--- config.mk ---
export PLATFORM = sky130hd
export DESIGN_NAME = serial_adder_ctrl
export DESIGN_NICKNAME = d
export VERILOG_FILES = /design/src/rtl/adder_pkg.sv /design/src/rtl/full_adder.sv /design/src/rtl/serial_adder_ctrl.sv
export SDC_FILE = /design/constraint.sdc
export NUM_CORES = 1
export LEC_CHECK = 0
export ABC_AREA = 1
export ABC_CLOCK_PERIOD_IN_PS = 1500
export BUFFER_PORTS_ARGS = -buffer_cell sky130_fd_sc_hd__buf_2
export CORE_MARGIN = 2
export CORE_UTILIZATION = 42
export DETAILED_ROUTE_END_ITERATION = 6
export PLACE_DENSITY = 0.61
export SYNTH_ARGS = -nofsm -noshare
export SYNTH_HDL_FRONTEND = slang
export SYNTH_SLANG_ARGS = --single-unit
--- constraint.sdc ---
create_clock -name clk -period 1.5 [get_ports clk]
set_input_delay 0.3 -clock clk [delete_from_list [all_inputs] [get_ports clk]]
set_output_delay 0.3 -clock clk [all_outputs]
set_load 0.02 [all_outputs]
--- src/rtl/adder_pkg.sv ---
// Shared definitions for the adder project: FSM state encoding and default width.
package adder_pkg;
  localparam int DEFAULT_WIDTH = 5;

  typedef enum logic [1:0] {
    ST_IDLE = 2'd0,
    ST_RUN  = 2'd1,
    ST_DONE = 2'd2
  } state_t;
endpackage

--- src/rtl/full_adder.sv ---
// One-bit full adder cell; the datapath that serial_adder_ctrl steps through.
module full_adder (
  input  logic a,
  input  logic b,
  input  logic c_in,
  output logic sum,
  output logic c_out
);
  assign sum   = a ^ b ^ c_in;
  assign c_out = (a & b) | (c_in & (a ^ b));
endmodule

--- src/rtl/serial_adder_ctrl.sv ---
// Bit-serial adder: sequences one full_adder over WIDTH cycles, LSB first,
// behind a start/busy/done handshake. All outputs are registered.
module serial_adder_ctrl
  import adder_pkg::*;
#(
  parameter int WIDTH = DEFAULT_WIDTH
) (
  input  logic             clk,
  input  logic             rst_n,
  input  logic             start,
  input  logic [WIDTH-1:0] a,
  input  logic [WIDTH-1:0] b,
  input  logic             c_in,
  output logic             busy,
  output logic             done,
  output logic [WIDTH-1:0] sum,
  output logic             c_out
);
  localparam int CW = $clog2(WIDTH);
  localparam logic [CW-1:0] LAST = CW'(WIDTH - 1);

  state_t           state;
  logic [WIDTH-1:0] sa, sb, psum;
  logic             carry;
  logic [CW-1:0]    bit_idx;
  logic             fa_sum, fa_cout;

  full_adder u_fa (
    .a     (sa[0]),
    .b     (sb[0]),
    .c_in  (carry),
    .sum   (fa_sum),
    .c_out (fa_cout)
  );

  always_ff @(posedge clk or negedge rst_n) begin
    if (!rst_n) begin
      state   <= ST_IDLE;
      busy    <= 1'b0;
      done    <= 1'b0;
      sum     <= '0;
      c_out   <= 1'b0;
      sa      <= '0;
      sb      <= '0;
      psum    <= '0;
      carry   <= 1'b0;
      bit_idx <= '0;
    end else begin
      case (state)
        ST_IDLE, ST_DONE: begin
          done <= 1'b0;
          if (start) begin
            sa      <= a;
            sb      <= b;
            carry   <= c_in;
            psum    <= '0;
            bit_idx <= '0;
            busy    <= 1'b1;
            state   <= ST_RUN;
          end else begin
            state <= ST_IDLE;
          end
        end
        ST_RUN: begin
          sa      <= sa >> 1;
          sb      <= sb >> 1;
          carry   <= fa_cout;
          psum    <= {fa_sum, psum[WIDTH-1:1]};
          bit_idx <= bit_idx + CW'(1);
          // Final bit: publish the whole result at once so sum never shows partials.
          if (bit_idx == LAST) begin
            sum   <= {fa_sum, psum[WIDTH-1:1]};
            c_out <= fa_cout;
            busy  <= 1'b0;
            done  <= 1'b1;
            state <= ST_DONE;
          end
        end
        default: begin
          busy  <= 1'b0;
          done  <= 1'b0;
          state <= ST_IDLE;
        end
      endcase
    end
  end
endmodule

==> impl_metrics.env, run 1 <==
export IMPL_layout_cells_most_common="nand2_1"
export IMPL_arrival_time_at_the_worst_endpoint_ns=1.47
export IMPL_clock_skew_final_ns=0.00215
export IMPL_run_status="completed"
export IMPL_slowest_delay_ns=0.43
export IMPL_post_dp_hpwl_um=1630
export IMPL_cts_num_sinks=27
export IMPL_finalWirelength_um=2230
export IMPL_mappedNetlistArea_um2=1240
export IMPL_grt_first_pass_wirelength_um=4020
export IMPL_min_delay_start="a[4]"
export IMPL_worstMarginPinSlew_ns=0.601
export IMPL_cts_tree="yes"
export IMPL_postCtsSetupRepairBufs=0
export IMPL_hold_viol_final=0
export IMPL_ioPinCount=22
export IMPL_grt_max_degree=28
export IMPL_maxClockFrequency_ghz=0.802
export IMPL_count_of_inserted_antenna_diode_cells=0
export IMPL_cpMaxStageDelayCell="dfrtp_1"
export IMPL_gr_usage_all_layers=0.151
export IMPL_relSlewSlack=0.599
export IMPL_synth_main_ff_cell="dfrtp_1"
export IMPL_drc=0
export IMPL_timing_critical_path_max_delay_family="flip-flops"
export IMPL_die_area_um2=3410
export IMPL_critical_path_top_cell_by_count="nand3_1"
export IMPL_layout_min_cycle_time_ns=1.25
export IMPL_cts_made_buffers=3
export IMPL_cts_max_level=1
export IMPL_crit_path_end_kind="flip-flop"
export IMPL_critPathLaunchType="flip-flop"
export IMPL_route_antenna_remaining_nets=0
export IMPL_detail_route_wl_per_cell_um=11.2
export IMPL_syn_num_nets=161
export IMPL_async_flop_share=1.00
export IMPL_tns_ns=0
export IMPL_r2r_path_end="carry"
export IMPL_drv_slew=0
export IMPL_holdPathStages=3
export IMPL_reg2reg_from="carry"
export IMPL_synth_seq_area_share=0.544
export IMPL_finish_utilization=0.511
export IMPL_floorplan_rows=19
export IMPL_initial_core_util=0.447
export IMPL_syn_avg_cell_area_um2=8.63
export IMPL_setup_worst_path_class="reg2reg"
export IMPL_max_cap_violations=0
export IMPL_synth_enable_flop_cells=0
export IMPL_die_height_um=58.4
export IMPL_hold_path_endpoint="sa[4]"
export IMPL_synthCells=144
export IMPL_timing_final_setup_violations=0
export IMPL_num_nets_final=187
export IMPL_finalWeightedCongestion=0.717
export IMPL_core_region_area_um2=2780
export IMPL_hp_class="in2reg"
export IMPL_top_library_cells_by_usage_in_the_layout_fill_and_taps_aside="nand2_1, dfrtp_1, inv_1"
export IMPL_vias=958
export IMPL_reg2reg_setup_slack_ns=0.25
export IMPL_setup_repair_after_global_routing_missed_its_margin="false"
export IMPL_first_global_vias=968
export IMPL_critical_path_required_ns=1.73
export IMPL_final_period_utilization=0.832
export IMPL_netlist_cell_type_count=16
export IMPL_worst_setup_hold_path_clk_slew_ns=0.15
export IMPL_critical_path_cell_chain="fa_1 -> inv_1 -> nand3_1 -> nand3_1 -> nand2_1"
export IMPL_timing_critical_path_from="carry"
export IMPL_clock_tree_buffer_depth=2
export IMPL_clock_latency_ns=0.32
export IMPL_drt_iter0_drc=40
export IMPL_post_route_cells_drive_above_1_share=0.195
export IMPL_grt_antenna_before_repair=0
export IMPL_root_buffer="clkbuf_4"
export IMPL_overflow=0
export IMPL_numPortBuffers=21
export IMPL_critPathMaxFanout=2
export IMPL_vdd_drop_max_v=0.00114
export IMPL_worstRegToRegCells=5
export IMPL_ff_latch_count_synth=27
export IMPL_final_cells=200
export IMPL_die_width_um=58.4
export IMPL_drtPass1Iterations=4
export IMPL_yosys_warnings=0
export IMPL_power_per_cell_area_nw_per_um2=2110
export IMPL_area_growth_synth_to_final_pct=14.5
export IMPL_p_leak_nw=0.799
export IMPL_cp_buffers_inverters=1
export IMPL_vias_per_cell=4.79
export IMPL_dp_cells=195
[power breakdown]
part / switching (mW) / internal [mW]
Clock: 0.213 / 0.0998
Sequential: 0.165 / 1.06
Combinational: 0.911 / 0.549
Total: 1.29 / 1.71
[synthesized netlist by cell type (2+ instances only)]
cell type   n  area share
dfrtp_1    27        0.54
buf_2       4       0.016
o21ai_1     6       0.024
nand3b_1    6       0.036
inv_1      25       0.076
o21ai_0     5       0.020
nand2_2     2       0.010
ha_1        2       0.020
nand2_1    42        0.13
nand3_1    16       0.064
o22ai_1     4       0.020
[cells by family (layout without fill, tap and decap cells)]
family,count (synthesis),after routing,synth area share
buffers and inverters,31,56,0.104
AO/OA/AOI/OAI,15,15,0.0644
adder cells (fa/ha/maj),3,3,0.0363
flip-flops,27,27,0.544
AND/OR/NAND/NOR,68,68,0.252
[area by class of cell]
type	instances	area (um^2)
clock inverter	1	5.00
tap	31	38.8
fill	273	1360
multi-input combinational	86	438
inverter	26	97.6
timing repair buffer	26	145
clock buffer	3	22.5
sequential	27	676
[routing by layer]
metal,track usage,up-vias,wire length (um)
met5,0,-,0
met4,0.0299,0,24
met3,0.0264,4,80
met2,0.273,20,1050
met1,0.190,435,1080
li1,-,499,-
[what timing repair did]
action,in CTS,in global routing
gates resized for setup,0,0
hold buffers,1,0
endpoints found under the hold margin,27,0
[sequential cells by signal, indices dropped and copies added (netlist names)]
signal / count
psum: 4
sb: 5
bit_idx: 3
state: 1
sum: 5
done: 1
busy: 1
carry: 1
sa: 5
c_out: 1
[how the worst max path moves through the flow]
stage	slack, ns	depth (start not counted)	endpoint
6_report	0.25	5	carry
4_1_cts	0.24	5	carry
3_3_place_gp	0.28	5	carry
5_1_grt	0.17	5	carry
2_1_floorplan	0.34	3	psum[4]
3_5_place_dp	0.26	5	carry
[worst min-delay path, stage by stage]
cell and delay (ns):
buf_2 0.08, nand3_1 0.06, o21ai_0 0.07
[metrics by stage]
step	setup slack (ns)	hold slack, ns	instance area, um^2	power (mW)
final	0.253	0.222	1420	3.00
after global routing	0.174	0.214	1420	3.34
after CTS	0.239	0.211	1420	3.05
after detailed placement	0.259	0.350	1390	2.73
after global placement	0.281	0.346	1390	2.70
after floorplan	0.338	0.00441	1240	2.36
(Power assumes the default switching activity.)
==> inputs of run 2 (changes only) <==
- ABC_AREA: 1 -> 0
- ABC_CLOCK_PERIOD_IN_PS: 1500 -> 1200
- PLACE_DENSITY: 0.61 -> 0.6
- clock period: 1.5 -> 1.2 ns (I/O delays scaled with it)
==> impl_metrics.env, run 2 <==
export IMPL_post_route_cells_drive_above_1_share=0.430
export IMPL_maxClockFrequency_ghz=0.690
export IMPL_gr_usage_all_layers=0.152
export IMPL_timing_critical_path_max_delay_family="adder cells"
export IMPL_route_antenna_remaining_nets=0
export IMPL_max_cap_violations=0
export IMPL_die_area_um2=3710
export IMPL_ff_latch_count_synth=27
export IMPL_top_library_cells_by_usage_in_the_layout_fill_and_taps_aside="dfrtp_1, buf_2, buf_4"
export IMPL_synth_top_area_share=0.497
export IMPL_layout_cells_most_common="dfrtp_1"
export IMPL_min_delay_start="a[2]"
export IMPL_cpMaxStageDelayCell="fa_2"
export IMPL_timing_critical_path_from="carry"
export IMPL_hp_class="in2reg"
export IMPL_arrival_time_at_the_worst_endpoint_ns=1.71
export IMPL_worstMarginPinSlew_ns=0.399
export IMPL_crit_path_end_kind="flip-flop"
export IMPL_drc=0
export IMPL_initial_core_util=0.442
export IMPL_mappedNetlistArea_um2=1360
export IMPL_cts_made_buffers=3
export IMPL_critPathMaxFanout=2
export IMPL_cts_num_sinks=27
export IMPL_count_of_inserted_antenna_diode_cells=0
export IMPL_grt_max_degree=24
export IMPL_cts_max_level=1
export IMPL_ioPinCount=22
export IMPL_run_status="finished with violations"
export IMPL_overflow=0
export IMPL_num_nets_final=169
export IMPL_die_width_um=60.9
export IMPL_cp_buffers_inverters=0
export IMPL_critical_path_required_ns=1.46
export IMPL_yosysMostFrequentCell="dfrtp_1"
export IMPL_slowest_delay_ns=0.47
export IMPL_drv_slew=0
export IMPL_ff_latch_area_um2=677
export IMPL_synth_top_cells_by_count="dfrtp_1, mux2i_1, a21oi_1"
export IMPL_setup_repair_after_global_routing_missed_its_margin="true"
export IMPL_finalWeightedCongestion=0.703
export IMPL_grt_antenna_before_repair=0
export IMPL_async_flop_share=1.00
export IMPL_reg2reg_from="carry"
export IMPL_clock_skew_final_ns=0.0199
export IMPL_nFillCells=281
export IMPL_hold_viol_final=0
export IMPL_clock_latency_ns=0.35
export IMPL_drt_iter0_drc=14
export IMPL_grt_first_pass_wirelength_um=4050
export IMPL_synthCells=114
export IMPL_vias=953
export IMPL_synth_area_top_cells="dfrtp_1, mux2i_1, mux2_2"
export IMPL_yosys_warnings=0
export IMPL_layout_min_cycle_time_ns=1.45
export IMPL_core_region_area_um2=3080
export IMPL_vdd_drop_max_v=0.000944
export IMPL_first_global_vias=912
export IMPL_cts_tree="yes"
export IMPL_final_setup_worst_slack_ns=-0.250
export IMPL_detail_route_wl_per_cell_um=12.8
export IMPL_worst_setup_hold_path_clk_slew_ns=0.17
export IMPL_syn_avg_cell_area_um2=11.9
export IMPL_final_period_utilization=1.21
export IMPL_floorplan_rows=20
export IMPL_clock_tree_buffer_depth=2
export IMPL_total_power_mw=4.37
export IMPL_die_height_um=60.9
export IMPL_synth_area_leader_cell="dfrtp_1"
export IMPL_vias_per_cell=4.89
export IMPL_relSlewSlack=0.733
export IMPL_synth_seq_area_share=0.497
export IMPL_netlist_cell_type_count=25
export IMPL_root_buffer="clkbuf_4"
export IMPL_finalWirelength_um=2490
export IMPL_failed_checks="setup timing"
export IMPL_synth_main_ff_cell="dfrtp_1"
export IMPL_critPathLaunchType="flip-flop"
export IMPL_timing_final_setup_violations=8
export IMPL_syn_num_nets=131
export IMPL_setup_worst_path_class="reg2reg"
export IMPL_synth_enable_flop_cells=0
export IMPL_multi_input_combinational_cell_area_um2=661
export IMPL_drtPass1Iterations=3
export IMPL_power_per_cell_area_nw_per_um2=2460
export IMPL_p_leak_nw=0.802
export IMPL_post_dp_hpwl_um=1790
export IMPL_fin_hold_ws_ns=0.145
export IMPL_critical_path_cell_chain="fa_2 -> mux2_2 -> a22o_1"
export IMPL_numPortBuffers=21
export IMPL_reg_largest_list="sa x5, sb x5, sum x5"
export IMPL_area_growth_synth_to_final_pct=30.5
run 2: cell count changes in the layout (fill, tap and decap cells not counted), moves of 6 or more:
cell / before / now
nand3b_1: 6 / 0
buf_4: 4 / 12
nand3_1: 16 / 2
buf_6: 0 / 11
a21oi_1: 0 / 10
a22o_1: 0 / 6
inv_1: 25 / 1
o21ai_1: 6 / 0
a211oi_1: 0 / 9
buf_2: 21 / 15
nor2b_1: 0 / 9
mux2i_1: 0 / 11
nand2_1: 42 / 3
mux2_2: 0 / 8
run 2: what timing repair did:
action / CTS / global route
setup endpoints to repair: 10 / 28
hold buffers: 1 / 0
cloned: 0 / 0
endpoints found under the hold margin: 13 / 0
resized for setup: 8 / 18
setup buffers: 3 / 3
pin swaps: 3 / 3
run 2: layout make-up:
cell class | instances | share of cell area
Clock buffer | 3 | 0.0127
Clock inverter | 1 | 0.00494
Inverter | 3 | 0.00635
Multi-Input combinational cell | 76 | 0.372
Sequential cell | 27 | 0.382
Tap cell | 44 | 0.0310
Timing Repair Buffer | 41 | 0.191
run 2: logic make-up after synthesis:
| kind of cell | Yosys count | synth area share |
|---|---|---|
| AO/OA/AOI/OAI | 29 | 0.140 |
| buffers and inverters | 11 | 0.0515 |
| XOR/XNOR | 1 | 0.00644 |
| adder cells (fa/ha/maj) | 3 | 0.0331 |
| flip-flops | 27 | 0.497 |
| multiplexers | 22 | 0.175 |
| AND/OR/NAND/NOR | 21 | 0.0975 |
run 2: power breakdown:
part           total, mW  switching, mW  internal (mW)
registers           1.66          0.335           1.33
clock network      0.435          0.299          0.136
logic               2.28          0.968           1.31
run 2: stage by stage:
stage / std cells / worst slack [ns] / setup TNS, ns / util / area (um^2)
finish: 195 / -0.250 / -0.505 / 0.576 / 1770
floorplan: 114 / -0.209 / -0.291 / - / 1370
global route: 195 / -0.277 / -1.06 / 0.576 / 1770
detailed placement: 184 / -0.259 / -0.696 / 0.517 / 1590
CTS: 192 / -0.255 / -0.476 / 0.548 / 1690
global placement: 184 / -0.215 / -0.391 / 0.517 / 1590
run 2: metal layers:
| metal | vias to the layer above | wire length [um] | part of all wire | track usage |
|---|---|---|---|---|
| met2 | 15 | 1190 | 0.48 | 0.255 |
| met3 | 4 | 75 | 0.030 | 0.0299 |
| li1 | 481 | - | - | - |
| met1 | 453 | 1180 | 0.47 | 0.187 |
| met4 | 0 | 39 | 0.016 | 0.0745 |
| met5 | - | 0 | 0 | 0 |
run 2: path summary, 6_finish.rpt:
path                                 to  slack [ns]  cells after the start
worst max-delay path            psum[4]       -0.25                      3
worst min-delay path              sa[2]        0.14                      3
worst max register to register  psum[4]       -0.25                      3
worst min register to register   sum[0]        0.53                      1
max in group asynchronous         sa[4]        0.52                      3
min in group asynchronous        sum[3]        0.29                      2
run 2: worst reg2reg max path: stages, from the launching register on:
cell and delay [ns]:
dfrtp_1 0.44, fa_2 0.47, mux2_2 0.27, a22o_1 0.19
==> inputs of run 3 (changes only) <==
- RECOVER_POWER: default -> 50
==> impl_metrics.env, run 3 (synthesis gave the netlist of run 2 again) <==
export IMPL_vdd_drop_max_v=0.000944
export IMPL_reg2reg_setup_slack_ns=-0.25
export IMPL_hold_viol_final=0
export IMPL_final_period_utilization=1.21
export IMPL_cp_buffers_inverters=0
export IMPL_clock_latency_ns=0.35
export IMPL_hp_class="in2reg"
export IMPL_drc=0
export IMPL_die_height_um=60.9
export IMPL_grt_first_pass_wirelength_um=4050
export IMPL_slowest_delay_ns=0.47
export IMPL_drt_iter0_drc=14
export IMPL_crit_path_end_kind="flip-flop"
export IMPL_worst_setup_hold_path_clk_slew_ns=0.17
export IMPL_die_width_um=60.9
export IMPL_detail_route_wl_per_cell_um=12.7
export IMPL_p_leak_nw=0.795
export IMPL_place_area_um2=1590
export IMPL_numPortBuffers=21
export IMPL_layout_min_cycle_time_ns=1.45
export IMPL_worstMarginPinSlew_ns=0.692
export IMPL_ioPinCount=22
export IMPL_fin_hold_ws_ns=0.145
export IMPL_finish_utilization=0.572
export IMPL_cts_num_sinks=27
export IMPL_dp_cells=184
export IMPL_critPathLaunchType="flip-flop"
export IMPL_arrival_time_at_the_worst_endpoint_ns=1.71
export IMPL_critical_path_cell_chain="fa_2 -> mux2_2 -> a22o_1"
export IMPL_route_antenna_remaining_nets=0
export IMPL_cts_tree="yes"
export IMPL_failed_checks="setup timing"
export IMPL_overflow=0
export IMPL_gr_usage_all_layers=0.152
export IMPL_timing_critical_path_max_delay_family="adder cells"
export IMPL_top_library_cells_by_usage_in_the_layout_fill_and_taps_aside="dfrtp_1, buf_2, buf_4"
export IMPL_relSlewSlack=0.538
export IMPL_setup_repair_after_global_routing_missed_its_margin="true"
export IMPL_cpMaxStageDelayCell="fa_2"
export IMPL_worstRegToRegCells=3
export IMPL_vias=953
export IMPL_pre_cts_ws_ns=-0.259
export IMPL_max_cap_violations=0
export IMPL_drv_slew=0
export IMPL_hold_path_endpoint="sa[2]"
export IMPL_run_status="finished with violations"
export IMPL_power_net_switching_mw=1.60
export IMPL_drtPass1Iterations=3
export IMPL_finalWeightedCongestion=0.703
export IMPL_area_growth_synth_to_final_pct=29.4
export IMPL_setup_worst_path_class="reg2reg"
export IMPL_first_global_vias=912
export IMPL_internal_power_mw=2.76
export IMPL_reg_largest_list="sa x5, sb x5, sum x5"
export IMPL_floorplan_rows=20
export IMPL_count_of_inserted_antenna_diode_cells=0
export IMPL_initial_core_util=0.442
export IMPL_power_switching_share=0.367
export IMPL_cts_made_buffers=3
export IMPL_cts_max_level=1
export IMPL_total_power_mw=4.36
export IMPL_r2r_path_end="psum[4]"
export IMPL_final_design_area_no_fill_um2=1760
export IMPL_reg2reg_from="carry"
export IMPL_maxClockFrequency_ghz=0.690
export IMPL_clock_skew_final_ns=0.0199
export IMPL_clock_power_share=0.100
export IMPL_power_per_cell_area_nw_per_um2=2480
export IMPL_grt_max_degree=24
export IMPL_final_setup_worst_slack_ns=-0.250
export IMPL_num_nets_final=169
export IMPL_min_delay_start="a[2]"
export IMPL_root_buffer="clkbuf_4"
export IMPL_core_region_area_um2=3080
export IMPL_timing_final_setup_violations=9
export IMPL_clock_tree_buffer_depth=2
export IMPL_pwr_share_comb=0.520
export IMPL_post_route_cells_drive_above_1_share=0.424
export IMPL_layout_cells_most_common="dfrtp_1"
export IMPL_critPathMaxFanout=2
export IMPL_finalWirelength_um=2480
export IMPL_holdPathStages=3
export IMPL_tns_ns=-0.508
export IMPL_critical_path_required_ns=1.46
export IMPL_power_share_sequential=0.380
export IMPL_post_dp_hpwl_um=1790
export IMPL_grt_antenna_before_repair=0
export IMPL_die_area_um2=3710
export IMPL_vias_per_cell=4.89
export IMPL_final_cells=195
run 3: final cells by class:
| type | instances | area, um^2 |
|---|---|---|
| fillers | 282 | 1320 |
| multi-input cells | 76 | 661 |
| clock buffers | 3 | 22.5 |
| flip-flops and latches | 27 | 677 |
| well taps | 44 | 55.1 |
| inverters | 3 | 11.3 |
| clock inverters | 1 | 8.76 |
| repair buffers | 41 | 325 |
run 3: routing by layer:
| layer | global-route usage | share of wire |
|---|---|---|
| met5 | 0 | 0 |
| met2 | 0.255 | 0.48 |
| met1 | 0.187 | 0.47 |
| met4 | 0.0745 | 0.016 |
| met3 | 0.0299 | 0.030 |
run 3: what timing repair did:
item,4_1_cts,5_1_grt
hold buffers,1,0
buffers inserted,3,3
endpoints found under the setup margin,10,28
endpoints found under the hold margin,13,0
gates resized for setup,8,18
pin swaps,3,3
run 3: power by group through the flow:
stage               Clock [mW]  Sequential, mW  Combinational (mW)
finish                   0.435            1.66                2.27
global route             0.493            1.72                2.49
CTS                      0.449            1.65                2.07
detailed placement           0            1.67                1.93
global placement             0            1.64                1.84
floorplan                    0            1.73                1.26
run 3: worst max path at each step:
stage                from  endpoint  slack (ns)  depth (start not counted)
global route        carry   psum[4]       -0.28                          3
global placement    carry   psum[4]       -0.21                          3
floorplan           carry   psum[4]       -0.21                          3
detailed placement  carry   psum[4]       -0.26                          3
finish              carry   psum[4]       -0.25                          3
CTS                 sa[0]   psum[4]       -0.25                          3
run 3: worst min-delay path: cells and delay by family:
kind            cells  cell delay (ns)
compound gates      2             0.15
buf+inv             1             0.08
